## config.mk

```make
export PLATFORM = sky130hd
export DESIGN_NAME = dmem_arbiter
export DESIGN_NICKNAME = d
export VERILOG_FILES = /design/src/rtl/dmem_arbiter.sv
export SDC_FILE = /design/constraint.sdc
export NUM_CORES = 1
export LEC_CHECK = 0
export ABC_AREA = 1
export CORE_ASPECT_RATIO = 0.6
export CORE_UTILIZATION = 35
export CTS_BUF_LIST = sky130_fd_sc_hd__clkbuf_2
export CTS_CLUSTER_DIAMETER = 120
export DETAILED_ROUTE_END_ITERATION = 7
export MAX_ROUTING_LAYER = met4
export PLACE_DENSITY = 0.67
export REMOVE_ABC_BUFFERS = 1
export SYNTH_ARGS = -nofsm -noshare
export SYNTH_HDL_FRONTEND = slang
export SYNTH_SLANG_ARGS = --single-unit
```

## constraint.sdc

```tcl
create_clock -name clk -period 1.7 [get_ports clk]
set_input_delay 0.255 -clock clk [delete_from_list [all_inputs] [get_ports clk]]
set_output_delay 0.255 -clock clk [all_outputs]
set_load 0.02 [all_outputs]
```

## src/rtl/dmem_arbiter.sv

```systemverilog
// Round-robin arbiter sharing one synchronous data RAM between the CPU (C) and DMA (D) ports.
// Grant one clk after request in IDLE, read data one clk after grant; requesters wait by holding req until gnt.
module dmem_arbiter #(
    parameter int AW = 14,
    parameter int DW = 24,
    parameter int CW = 16
) (
    input  logic          clk,
    input  logic          rst,
    input  logic          c_req,
    input  logic          c_we,
    input  logic [AW-1:0] c_addr,
    input  logic [DW-1:0] c_wdata,
    output logic          c_gnt,
    output logic          c_rvalid,
    output logic [DW-1:0] c_rdata,
    input  logic          d_req,
    input  logic          d_we,
    input  logic [AW-1:0] d_addr,
    input  logic [DW-1:0] d_wdata,
    output logic          d_gnt,
    output logic          d_rvalid,
    output logic [DW-1:0] d_rdata,
    output logic          mem_we,
    output logic [AW-1:0] mem_addr,
    output logic [DW-1:0] mem_wdata,
    input  logic [DW-1:0] mem_rdata,
    output logic [CW-1:0] c_count,
    output logic [CW-1:0] d_count
);

    localparam logic [1:0] S_IDLE  = 2'd0;
    localparam logic [1:0] S_ISSUE = 2'd1;
    localparam logic [1:0] S_RDATA = 2'd2;

    localparam logic [CW-1:0] CNT_MAX = '1;

    logic [1:0]    state;
    logic          owner;     // 0 = CPU, 1 = DMA
    logic          lat_we;
    logic          prio;      // port favoured on a tie: 0 = CPU, 1 = DMA
    logic          d_wins;
    logic [DW-1:0] c_rdata_q;
    logic [DW-1:0] d_rdata_q;

    always_comb begin
        d_wins = d_req && (!c_req || prio);
    end

    always_ff @(posedge clk) begin
        if (rst) begin
            state     <= S_IDLE;
            owner     <= 1'b0;
            lat_we    <= 1'b0;
            prio      <= 1'b0;
            mem_addr  <= '0;
            mem_wdata <= '0;
            c_count   <= '0;
            d_count   <= '0;
            c_rdata_q <= '0;
            d_rdata_q <= '0;
        end else begin
            case (state)
                S_IDLE: begin
                    if (c_req || d_req) begin
                        owner     <= d_wins;
                        lat_we    <= d_wins ? d_we    : c_we;
                        mem_addr  <= d_wins ? d_addr  : c_addr;
                        mem_wdata <= d_wins ? d_wdata : c_wdata;
                        state     <= S_ISSUE;
                    end
                end
                S_ISSUE: begin
                    prio <= ~owner;
                    if (owner) begin
                        if (d_count != CNT_MAX) d_count <= d_count + 1'b1;
                    end else begin
                        if (c_count != CNT_MAX) c_count <= c_count + 1'b1;
                    end
                    state <= lat_we ? S_IDLE : S_RDATA;
                end
                S_RDATA: begin
                    if (owner) d_rdata_q <= mem_rdata;
                    else       c_rdata_q <= mem_rdata;
                    state <= S_IDLE;
                end
                default: state <= S_IDLE;
            endcase
        end
    end

    assign mem_we   = (state == S_ISSUE) && lat_we;
    assign c_gnt    = (state == S_ISSUE) && !owner;
    assign d_gnt    = (state == S_ISSUE) &&  owner;
    // A reset landing in RDATA abandons the read, so rvalid is suppressed in that cycle.
    assign c_rvalid = (state == S_RDATA) && !owner && !rst;
    assign d_rvalid = (state == S_RDATA) &&  owner && !rst;
    assign c_rdata  = c_rvalid ? mem_rdata : c_rdata_q;
    assign d_rdata  = d_rvalid ? mem_rdata : d_rdata_q;

endmodule

```

==> results of run 1 <==
## cells in the mapped netlist (all sizes together)
cell type	instances	area (µm²)
nor2	61	289
or2	1	6.26
buf	29	178
inv	82	308
xnor2	2	17.5
o21ai	96	484
nand4	4	25.0
xor2	5	43.8
nand3	22	110
nand2	223	885
clkbuf	16	60.1
o31ai	48	360
a31oi	39	244
dfxtp	123	2460
clkinv	1	3.75
nor3	4	20.0
nand3b	2	15.0
ha	2	25.0
a21oi	24	124
## layout make-up
class	count	area share (%)
inverter	83	3.44
clock buffer	17	0.902
timing repair buffer	329	32.6
clock inverter	15	1.33
tap	203	2.69
multi-input combinational	533	31.8
sequential	123	27.2
## flip-flops by register name (all words and copies together), names as in the netlist
signal     count
c_rdata_q     24
d_rdata_q     24
mem_wdata     24
c_count       16
d_count       16
mem_addr      14
state          2
lat_we         1
owner          1
prio           1
## per-layer routing
metal  share of wire [%]  vias to the layer above  routed length [µm]  track usage [%]
met5                   0                        -                   0                -
met4                0.88                        0                 172             6.54
met3                 8.2                       14                1610             8.28
met2                  45                      163                8800             35.7
met1                  46                     2842                9030             28.9
li1                    -                     3211                   -                -
## worst max-delay path: cells and delay by family (launching register included)
family	cells	cell delay [ps]
flip-flops	1	370
AO/OA/AOI/OAI	1	60
buffers and inverters	14	1580
AND/OR/NAND/NOR	2	190
## metrics by stage
stage	util, %	setup WS, ps	setup TNS, ps	cell area, µm²	cells
finish	60.5	-600	-38190	9430	1303
global route	60.5	-726	-49910	9430	1303
CTS	57.4	-629	-41660	8960	1268
detailed placement	54.1	-333	-13900	8430	1217
global placement	54.1	-331	-13720	8430	1217
floorplan	-	-1220	-85190	5420	739
## power breakdown
part	switching, µW	internal [µW]
clock	1200	524
combinational	804	663
sequential	83.1	3010
## repair_timing
item                                   in CTS  in global routing
hold buffers                                1                  0
cloned                                      4                  6
endpoints found under the hold margin       2                  0
resized for setup                         567                208
setup buffers                              14                 31
pin swaps                                   4                  5
setup endpoints to repair                 123                149
## kinds of logic (layout without fill, tap and decap cells)
group | Yosys count | after routing | synth area share (%)
AND/OR/NAND/NOR | 317 | 317 | 23.9
buffers and inverters | 128 | 444 | 9.70
flip-flops | 123 | 123 | 43.5
XOR/XNOR | 7 | 7 | 1.08
AO/OA/AOI/OAI | 207 | 207 | 21.4
adder cells (fa/ha/maj) | 2 | 2 | 0.442
## worst min path at each step
stage	end	cells after the start	startpoint
after global placement	state[1]$_SDFFE_PP0P_	1	lat_we$_SDFFE_PP0P_
after global routing	mem_addr[1]$_SDFFE_PP0P_	3	c_addr[1]
final	mem_addr[6]$_SDFFE_PP0P_	3	d_addr[6]
after CTS	mem_addr[6]$_SDFFE_PP0P_	3	d_addr[6]
after detailed placement	state[1]$_SDFFE_PP0P_	1	lat_we$_SDFFE_PP0P_
after floorplan	c_count[1]$_SDFFE_PP0P_	1	rst
## layout by cell type, fill, tap and decap left out, types with 6 or more instances in the layout
cell type and n:
clkdlybuf4s50_1 104, buf_2 19, nor2_4 11, dfxtp_1 88, buf_12 9, o21ai_1 56, o31ai_1 39, dfxtp_4 23
nand2_1 182, inv_2 6, buf_6 43, a31oi_1 39, a21oi_1 23, nor2_1 46, nand2_4 6, clkdlybuf4s15_2 14
o31ai_2 9, o21ai_2 30, nand3_1 22, dfxtp_2 12, buf_4 91, inv_1 75, clkbuf_2 55, nand2_2 33
==> flow_summary.toml, run 1 <==
[drt]
via_count = 6230
routed_via_density = 4.78
drt-initial-drc-count = 400
wl_per_cell_um = 15.1
firstDrtPassIters = 8
drcViolationCount = 7
ant_nets = 0
wl_mm = 19.6

[synthesis]
avgSynthCellArea_um2 = 7.22
ys_types = 30
ys_ff_latch = 123
synthCells = 784
ys_seq_area_share_pct = 43.5
syn-cell-area_um2 = 5660
yosysWarnings = 0

[worst_setup_path]
reg2reg_slack_ps = -600
path_cells = "inv_2, nor2_4, nand2_2, buf_4, buf_4, buf_4, buf_4, buf_4, buf_4, buf_4, buf_4, buf_4, buf_4, buf_6, clkinv_8, buf_12, o31ai_2"
crit_type = "flop to flop"
slowest_stage = "dfxtp_2"
worst-endpoint-required_ps = 2220
reg2reg_depth = 17
worstSetupEndpointType = "flop"
endpoint = "c_rdata_q[22]$_SDFFE_PP0P_"
worstPathMaxFanout = 6
arrival_ps = 2820
startpoint = "state[1]$_SDFFE_PP0P_"
start_kind = "flop"
worstReg2RegStart = "state[1]$_SDFFE_PP0P_"
path_common_cell = "buf_4"
r2r-end = "c_rdata_q[22]$_SDFFE_PP0P_"
critical_path.max_stage_delay_ps = 370

[placed_design]
port_buffers = 228
hpwl_mm = 12.7
place_congestion = 0.848

[finish]
diodes = 0
multi_input_area_um2 = 3000
nFillCells = 1457
final-seq-area_um2 = 2560
drive_gt1_share_pct = 36.2
syn_to_final_growth_pct = 66.6
nets = 1195

[cts]
cts_buffers = 17
cts-root-buf = "clkbuf_2"
clkTransAtPathRegs_ps = 210
cts.path.max_buffers = 2
numClockSinks = 123
cts_tree = "done"
h-tree-depth = 4
clock_latency_ps = 670

[floorplan]
dieArea_um2 = 16700
die_w_um = 166
die_y_um = 101
initial_utilization_pct = 36.3
pin_count = 229
coreArea_um2 = 15600
rows = 35

[sta]
finalCriticalPeriod_ps = 2300
setup_slack_ps = -600
tightest_slew_ps = 771
period_share_pct = 135
hold_violations = 0
slew_headroom_pct = 48.6
setup_viol = 77
skew_ps = 40.0
fmax_mhz = 435
maxSlewViolCount = 0
whs_ps = 127
rsz0062_at_grt = "true"

[power_and_ir_drop]
powerDensity_nw_per_um2 = 667
p_leak_uw = 0.00395
ir_worst_vdd_uv = 304
power_uw = 6290

[global_routing]
track_usage_pct = 23.3
overflow = 0
grt_pass1_vias = 5798
grt_max_degree = 63
antenna_found_initial = 0
grt_first_pass_wirelength_mm = 29.7

[min_path]
min_path_type = "primary input to flop"

[run_status]
violations = "design-rule violations, negative setup slack"
outcome = "complete, but fails checks"

[run]
maxCapViolCount = 0
Power figures use the tool's default switching activity.
==> run 2, diff against run 1 <==
TNS_END_PERCENT = 100   (was unset)
==> results of run 2 <==
No change in the layout: final DEF, timing and power equal those of run 1.
==> run 3, diff against run 2 <==
DONT_BUFFER_PORTS = 1   (was unset)
PLACE_DENSITY = unset   (was 0.67)
clock period = 2.1 ns   (was 1.7 ns; I/O delays follow)
==> run 3 against run 2 <==
Net effect: the flow still finishes with violations (design-rule violations, negative setup slack); clock-buffer cell count stayed put; global-route usage increased by 0.45 points; combinational power shrank 33%; via count shrank 2.8%; total power decreased by 12%.
==> flow_summary.toml, run 3 (same netlist as run 1, synthesis figures left out) <==
[run_status]
outcome = "complete, but fails checks"
violations = "design-rule violations, negative setup slack"

[sta]
period_share_pct = 114
skew_ps = 54.9
tightest_slew_ps = 514
whs_ps = 118
maxSlewViolCount = 0
fmax_mhz = 417
hold_violations = 0
finalCriticalPeriod_ps = 2400
setup_viol = 48
setup_slack_ps = -300
slew_headroom_pct = 65.7
rsz0062_at_grt = "true"

[worst_setup_path]
worstSetupEndpointType = "primary output"
worstPathMaxFanout = 6
reg2reg_depth = 6
worst-endpoint-required_ps = 1780
arrival_ps = 2080
crit_type = "flop to primary output"
start_kind = "flop"

[global_routing]
overflow = 0
grt_first_pass_wirelength_mm = 30.1
grt_pass1_vias = 5635
track_usage_pct = 23.7
antenna_found_initial = 0
grt_max_degree = 65

[placed_design]
hpwl_mm = 10.8
place_congestion = 0.865
port_buffers = 0

[cts]
clkTransAtPathRegs_ps = 250
cts.path.max_buffers = 2
numClockSinks = 123
cts_buffers = 17
h-tree-depth = 4
cts_tree = "done"
cts-root-buf = "clkbuf_2"
clock_latency_ps = 660

[power_and_ir_drop]
p_switching_uw = 1720
power_frac_seq_pct = 48.0
powerDensity_nw_per_um2 = 619
pwr-share-clk_pct = 34.2
ir_worst_vdd_uv = 365
p_comb_share_pct = 17.8
power.internal_uw = 3840
p_leak_uw = 0.00376
power_uw = 5560
p_sw_share_pct = 31.0

[drt]
ant_nets = 0
dr_wl_met3_mm = 1.44
wl_mm = 20.6
wl_met2_mm = 9.38
wl_per_cell_um = 17.3
drcViolationCount = 5
via_count = 6056
met1_length_mm = 9.50
routed_via_density = 5.09
firstDrtPassIters = 7
top_layer_used = "met4"
drt-initial-drc-count = 362

[floorplan]
rows = 35
pin_count = 229
dieArea_um2 = 16700
coreArea_um2 = 15600
die_w_um = 166
initial_utilization_pct = 36.3
die_y_um = 101

[finish]
top_regs = "c_rdata_q x24, d_rdata_q x24, mem_wdata x24"
diodes = 0
mostFrequentLayoutCells = "nand2_1 (168), dfxtp_1 (120), dlygate4sd3_1 (107)"
drive_gt1_share_pct = 26.5
nets = 1082
layout_commonest_cell = "nand2_1"
syn_to_final_growth_pct = 58.7

[min_path]
min_path_type = "primary input to flop"
hold_path_depth = 5

[run]
maxCapViolCount = 0
==> run 3: metrics by stage <==
stage | setup WS (ps) | instances | TNS (ps) | util (%) | area [µm²]
2_1_floorplan | -879 | 739 | -39740 | - | 5420
3_3_place_gp | 382 | 1010 | 0 | 40.1 | 6250
3_5_place_dp | 389 | 1010 | 0 | 40.1 | 6250
4_1_cts | -296 | 1170 | -12210 | 53.1 | 8290
5_1_grt | -471 | 1189 | -19210 | 57.6 | 8980
6_report | -300 | 1189 | -10580 | 57.6 | 8980
==> run 3: worst paths after layout <==
check,start,end,slack [ps]
worst max register to register,state[0]$_SDFFE_PP0P_,mem_addr[13]$_SDFFE_PP0P_,120
worst max-delay path,state[1]$_SDFFE_PP0P_,c_rdata[0],-300
worst min register to register,lat_we$_SDFFE_PP0P_,state[1]$_SDFFE_PP0P_,480
worst min-delay path,rst,c_rdata_q[6]$_SDFFE_PP0P_,120
==> run 3: area by class of cell <==
cell class,instances,area (µm²)
Timing Repair Buffer,216,2470
Fill cell,1344,6610
Tap cell,203,254
Clock inverter,14,221
Multi-Input combinational cell,533,3170
Sequential cell,123,2470
Inverter,83,317
Clock buffer,17,85.1
==> run 3: power groups by stage <==
stage | Combinational, µW | Sequential [µW] | Clock [µW]
floorplan | 372 | 2690 | 0
global placement | 549 | 2710 | 0
detailed placement | 553 | 2710 | 0
CTS | 902 | 2670 | 1940
global route | 1070 | 2680 | 2040
finish | 992 | 2670 | 1900
==> run 3: worst max-delay path, cell delays in order (launching register included) <==
cell	delay, ps
dfxtp_2	370
inv_2	40
nor2_4	120
nand2_2	90
nor2_4	130
buf_12	120
buf_12	120
clkbuf_16	180
nand2_4	50
o21ai_1	80
buf_4	160
==> run 3: per-layer routing <==
metal | global-route usage (%) | vias to the layer above
met1 | 29.9 | 2834
met2 | 36.0 | 213
met5 | - | -
met4 | 7.26 | 0
met3 | 7.89 | 23
li1 | - | 2986
==> run 3: what timing repair did <==
action | 4_1_cts | 5_1_grt
pin swaps | 1 | 5
gates cloned | 9 | 5
setup buffers | 9 | 16
hold endpoints to repair | 116 | 0
resized for setup | 111 | 120
hold buffers | 111 | 0
setup endpoints to repair | 48 | 50
==> variant: new RTL, settings of run 1 <==
The parameter `AW` goes from 14 to 12.
--- a/src/rtl/dmem_arbiter.sv
+++ b/src/rtl/dmem_arbiter.sv
@@ -3,3 +3,3 @@
 module dmem_arbiter #(
-    parameter int AW = 14,
+    parameter int AW = 12,
     parameter int DW = 24,
Ports: changed (resized c_addr, d_addr and mem_addr); port bits go from 229 to 223. The function was not compared with the original's and may differ.
==> variant against run 1 <==
- the flow still finishes with violations (DRC, setup timing)
- maximum frequency grew 0.22%
- wire length is 0.18% higher
- largest power group unchanged
- power is 3.8% higher
- clock skew grew 0.0091 ns
- synthesized area down 0.31%
- sequential share of layout area is 1.5 points lower
- setup slack gained 0.0050 ns
- design area up 2.9%
- via count up 0.87%
- sequential cell count fell by 2
==> variant: results (changes against run 1) <==
final setup margin -0.595 ns (was -0.600 ns); Worst setup endpoint c_rdata[12] (was c_rdata_q[22]$_SDFFE_PP0P_); met3 Usage GRT 7.29% (was 8.28%); failing checks DRC, setup timing (unchanged); Clock Power Share 29.9% (was 27.5%); P_comb 0.00153 W (was 0.00147 W); GR Util All Layers 23.5% (was 23.3%); met3 WL 1.24 mm (was 1.61 mm); crit path DAT 2.04 ns (was 2.82 ns); largest net degree at the start of global routing 58 (was 63); Switch Pwr 0.00213 W (was 0.00209 W); number of global-route vias before repair 5790 (was 5798); Area contributors post-synth dfxtp_1 43%, nand2_1 14%, o21ai_0 8.1% (was dfxtp_1 44%, nand2_1 14%, o31ai_1 6.4%); Fin Clk Skew 0.0491 ns (was 0.0400 ns); Synth Area in Compound Gates 21.6% (was 21.4%); # setup viols final 53 (was 77); drt drc 14 (was 7); layout cells sized above 1 36.0% (was 36.2%); flop2flop setup slack 0.04 ns (was -0.60 ns); status complete, but fails checks (unchanged); CTS clk-pin slew, worst paths 0.25 ns (was 0.21 ns); GPL Wtd Cong 0.810 (was 0.848); placed cell count 1220 (was 1217); top cells by count, synth 210 x nand2_1, 121 x dfxtp_1, 91 x o21ai_0, 76 x inv_1, 58 x nor2_1 (was 212 x nand2_1, 123 x dfxtp_1, 77 x inv_1, 52 x o21ai_1, 49 x nor2_1); Peak VDD IR 0.389 mV (was 0.304 mV); Global Route met2 Usage 35.8% (was 35.7%)
-- variant: area by class of cell --
| cell class | count | area share, % |
|---|---|---|
| clock inverters | 15 | 1.69 |
| multi-input cells | 530 | 31.3 |
| flip-flops and latches | 121 | 25.7 |
| clock buffers | 17 | 0.876 |
| well taps | 203 | 2.62 |
| repair buffers | 334 | 34.4 |
| inverters | 82 | 3.35 |
-- variant: per-stage QoR --
step / setup TNS, ns / cell area [um^2]
floorplan: -99.35 / 5390
global placement: -13.41 / 8500
detailed placement: -14.43 / 8500
CTS: -31.12 / 9270
global route: -36.16 / 9710
finish: -26.93 / 9710
-- variant: what timing repair did --
action / 4_1_cts / 5_1_grt
pin swaps: 3 / 11
hold buffers: 2 / 0
endpoints found under the setup margin: 121 / 120
buffers inserted: 24 / 21
gates cloned: 7 / 4
hold endpoints to repair: 9 / 0
gates resized for setup: 599 / 185
